File: config.mk
export PLATFORM = sky130hd
export DESIGN_NAME = ififo
export DESIGN_NICKNAME = d
export VERILOG_FILES = /design/src/rtl/ififo.sv
export SDC_FILE = /design/constraint.sdc
export NUM_CORES = 1
export LEC_CHECK = 0
export ABC_AREA = 1
export CELL_PAD_IN_SITES_DETAIL_PLACEMENT = 2
export CELL_PAD_IN_SITES_GLOBAL_PLACEMENT = 2
export CORE_AREA = 2 2 227 229
export DETAILED_ROUTE_END_ITERATION = 6
export DIE_AREA = 0 0 229 231
export PLACE_DENSITY_LB_ADDON = 0.1
export SLEW_MARGIN = 20
export SYNTH_ARGS = -nofsm -noshare
export SYNTH_HDL_FRONTEND = slang
export SYNTH_SLANG_ARGS = --single-unit
File: constraint.sdc
create_clock -name clk -period 8.5 [get_ports clk]
set_input_delay 1.275 -clock clk [delete_from_list [all_inputs] [get_ports clk]]
set_output_delay 1.275 -clock clk [all_outputs]
set_load 0.01 [all_outputs]
File: src/rtl/ififo.sv
// Instruction FIFO between fetch and dispatch; 1-cycle latency, flush squashes all entries.
// Backpressure: fetch_ififo_ready = !full; IFIFO_BYPASS_EN adds a zero-latency empty-FIFO bypass.
package ififo_pkg;
    typedef struct packed {
        logic [31:0] pc;
        logic [31:0] insn;
    } ififo_entry_t;
endpackage

module ififo
    import ififo_pkg::*;
#(
    parameter int DEPTH       = 8,
    parameter int ENTRY_WIDTH = $bits(ififo_entry_t)
) (
    input  logic                     clk,
    input  logic                     rst_aH,
    input  logic                     fetch_ififo_valid,
    output logic                     fetch_ififo_ready,
    input  logic [ENTRY_WIDTH-1:0]   fetch_ififo_data,
    output logic                     ififo_dispatch_valid,
    input  logic                     ififo_dispatch_ready,
    output logic [ENTRY_WIDTH-1:0]   ififo_dispatch_data,
    input  logic                     flush,
    output logic [$clog2(DEPTH):0]   count
);
    localparam int AW = $clog2(DEPTH);

    logic [ENTRY_WIDTH-1:0] storage [DEPTH];
    logic [AW:0]            head;
    logic [AW:0]            tail;
    logic                   empty;
    logic                   full;
    logic                   push;
    logic                   pop;
    logic                   wr_en;
    logic                   head_inc;

    // Pointers carry an extra wrap bit so full and empty are distinguishable.
    assign empty             = (head == tail);
    assign full              = (head[AW-1:0] == tail[AW-1:0]) && (head[AW] != tail[AW]);
    assign fetch_ififo_ready = !full;

    always_comb begin
        ififo_dispatch_valid = !empty && !flush;
        ififo_dispatch_data  = storage[head[AW-1:0]];
`ifdef IFIFO_BYPASS_EN
        if (empty && fetch_ififo_valid && !flush) begin
            ififo_dispatch_valid = 1'b1;
            ififo_dispatch_data  = fetch_ififo_data;
        end
`endif
        push     = fetch_ififo_valid && fetch_ififo_ready && !flush;
        pop      = ififo_dispatch_valid && ififo_dispatch_ready;
        wr_en    = push;
        head_inc = pop;
`ifdef IFIFO_BYPASS_EN
        // A bypassed entry consumed this cycle never touches storage.
        if (empty && pop) begin
            wr_en    = 1'b0;
            head_inc = 1'b0;
        end
`endif
    end

    always_ff @(posedge clk) begin
        if (wr_en && !rst_aH) begin
            storage[tail[AW-1:0]] <= fetch_ififo_data;
        end
    end

    always_ff @(posedge clk or posedge rst_aH) begin
        if (rst_aH) begin
            head  <= '0;
            tail  <= '0;
            count <= '0;
        end else if (flush) begin
            head  <= '0;
            tail  <= '0;
            count <= '0;
        end else begin
            if (wr_en) begin
                tail <= tail + 1'b1;
            end
            if (head_inc) begin
                head <= head + 1'b1;
            end
            case ({wr_en, head_inc})
                2'b10:   count <= count + 1'b1;
                2'b01:   count <= count - 1'b1;
                default: count <= count;
            endcase
        end
    end
endmodule

==> metrics.md <==
| Metric | Value |
|---|---|
| Status | complete, no violations |
| RSZ-0062 raised after global routing | no |
| CTS Buf Count | 57 |
| Predominant post-synthesis flop cell | edfxtp_1 |
| Global-route wire length before repair | 86800 um |
| Post_cts resized | 0 |
| P_int | 4510 uW |
| Seq cells post-synth | 524 |
| P per Cell Area | 249 nW/um^2 |
| Total GRT Usage | 21.5% |
| Clk slew on worst S/H paths | 0.06 ns |
| CP max stage delay | 0.88 ns |
| Top Family by Delay on Critical Path | buffers and inverters |
| Area Growth Syn to Fin | 18.3% |
| Routed WL | 56700 um |
| CP startpoint | head[0] |
| Critical path fanouts, max | 90 |
| Vias/cell | 5.40 |
| Final Skew | 0.0183 ns |
| Sequential element share of the synthesized area | 76.7% |
| VDD IR max | 0.152 mV |
| Critical path type | register to output pin |
| CP Capture Type | output pin |
| FF-to-FF End | storage[5][40] |
| Number of synthesized flops with an enable pin | 512 |
| CP max-delay cell | buf_4 |
| Worst hold path type | register to register |
| Placed wire-length estimate | 30200 um |
| Worst r2r src | head[1] |
| CTS H-tree depth | 2 |
| CTS Sinks | 524 |
| IO Pins | 139 |
| Leak | 0.00792 uW |
| Diode count | 0 |
| Row count | 83 |
| Core footprint | 50700 um^2 |
| Cell repeated most along the worst path | buf_4 |
| Syn avg cell area | 13.1 um^2 |
| Vias in the first global route | 14473 |
| Synth unique cells | 30 |
| Largest net degree at the start of global routing | 134 |
| Die height | 231 um |
| Starting Density | 40.3% |
| Final setup fails | 0 |
| Starting DRC count in detailed routing | 717 |
| Routability-driven placement congestion ratio | 0.710 |
| Cells after Synth | 1558 |
| Initial DRT Pass Iterations | 4 |
| Hold Path End | count[3] |
| F_max | 180 MHz |
| Routed WL per cell | 23.6 um |
| Share of the synthesized area in the top cell type | 75.2% |
| Psw | 1510 uW |
| Antenna violations before repair | 2 |
| Comb power frac | 13.8% |
| Crit-path cells | buf_4, buf_4, o21ai_0, o22ai_1, nor2_1, a31oi_1, clkdlybuf4s50_1 |
| Final nets | 1756 |
| Pins Over Slew Limit | 0 |
| Largest area contributor in the netlist | edfxtp_1 |
| Chip Width | 229 um |
| CTS max path bufs | 3 |
| Critical Path AT | 4.28 ns |
| Worst Path Required | 7.22 ns |
| Startpoint Class | register |
| Post-route insts no fill | 2403 |
| GR Overflow Total | 0 |
| Total number of vias | 12981 |
| Setup TNS Final | 0 ns |
| Syn Std Cell Area | 20400 um^2 |
| Clk Latency, worst-skew pair | 0.61 ns |
| Worst-Margin Slew | 1.09 ns |
| Post-Place Cells | 2303 |
| Seq pwr share | 48.0% |
| Worst R2R Setup Slack | 3.99 ns |
| Final ANT Viol Nets | 0 |
| Hold Startpoint | count[3] |
| DIE AREA | 52900 um^2 |
| Synth Warn # | 0 |
| Crit path time final | 5.56 ns |
| DRC viols | 0 |
| CTS tree | done |
| Share of cells above drive strength 1 | 7.02% |
| Post-synth top cells | edfxtp_1, nor2_1, o21ai_0 |
| Sw frac | 25.1% |
| Top post-synthesis cells by area | edfxtp_1, nor2_1, o21ai_0, o22ai_1, a31oi_1 |
| Clock power frac | 38.1% |
| Clock Tree Root | clkbuf_16 |
| Hold_buf cts | 0 |
| Post-CTS Setup Repair Bufs | 0 |
| IO buf count | 138 |
| Period Utilization, post-route | 65.4% |
| Max-Cap Viols | 0 |
| Most common cell in the netlist | edfxtp_1 |
| FFs w/ async S/R, synth | 2.29% |
| Syn_nets | 1632 |
| Fin. Hold Viols | 0 |
| Hold path depth | 2 |
| Fin util | 47.7% |
| Worst slew margin | 27.3% |
| Count of buffer and inverter cells on the critical path | 3 |
| R2r worst-path depth | 11 |
==> through the flow <==
stage | instance area, um^2 | setup slack (ns) | hold slack (ns) | total power [uW]
5_1_grt | 24200 | 2.68 | 0.601 | 6250
4_1_cts | 24200 | 2.86 | 0.564 | 6090
3_3_place_gp | 22500 | 3.55 | 0.548 | 3760
6_report | 24200 | 2.94 | 0.553 | 6020
3_5_place_dp | 22500 | 3.55 | 0.549 | 3790
2_1_floorplan | 20400 | 1.85 | 0.515 | 3400
==> routing by layer <==
layer	vias to the layer above	global-route usage, %	routed length [um]	part of all wire (%)
li1	5935	-	-	-
met1	6791	27.5	25100	44
met2	173	38.2	28800	51
met3	78	3.09	1740	3.1
met4	4	5.93	1100	1.9
met5	-	0	29	0.051
==> flip-flops by register name, indices dropped and copies added, names as in the netlist <==
register  count
tail          4
head          4
storage     512
count         4
==> power by group through the flow <==
stage	logic, uW	registers [uW]	clock network (uW)
finish	831	2890	2290
global route	917	2890	2440
CTS	849	2890	2350
global placement	814	2940	0
floorplan	465	2930	0
detailed placement	842	2940	0
==> worst max path at each step <==
stage,cells past startpoint,slack (ns),endpoint
floorplan,3,1.85,storage[1][0]
global placement,7,3.55,ififo_dispatch_data[2]
detailed placement,7,3.55,ififo_dispatch_data[2]
CTS,7,2.86,ififo_dispatch_data[24]
global route,7,2.68,ififo_dispatch_data[25]
finish,7,2.94,ififo_dispatch_data[2]
==> kinds of logic after synthesis <==
family | after synthesis | synth area share [%]
simple gates | 511 | 9.69
xor+xnor | 3 | 0.129
flops | 524 | 76.7
fa+ha+maj | 5 | 0.343
buf+inv | 117 | 2.55
compound gates | 398 | 10.6
==> cell type report <==
class                           count  area (um^2)
Fill cell                        4984        26500
Tap cell                          680          851
Clock inverter                     18          130
Sequential cell                   524        15700
Timing Repair Buffer              164         1590
Inverter                           18         77.6
Clock buffer                       82         1560
Multi-Input combinational cell    917         4290
==> layout by cell type (no fill, tap or decap), drive strengths merged, types with 3 or more instances in the layout <==
master,n
nand2,41
edfxtp,512
clkinv,15
buf,26
a21oi,3
clkdlybuf4s50,138
nor3,5
nand3,7
dfrtp,12
o21ai,265
o22ai,65
inv,19
a31oi,64
ha,4
nor2,458
clkbuf,82
==> worst reg2reg max path: stages, from the launching register on <==
cell	delay, ns
dfrtp_4	0.62
inv_4	0.45
buf_4	0.63
nand2_1	0.12
nand2_1	0.13
nor2_4	0.06
nand3_2	0.09
nand2_4	0.08
nor2_2	0.20
nand2_1	0.17
nor3_2	0.86
buf_4	0.72
Note: power is estimated with default switching activity, not from simulation.
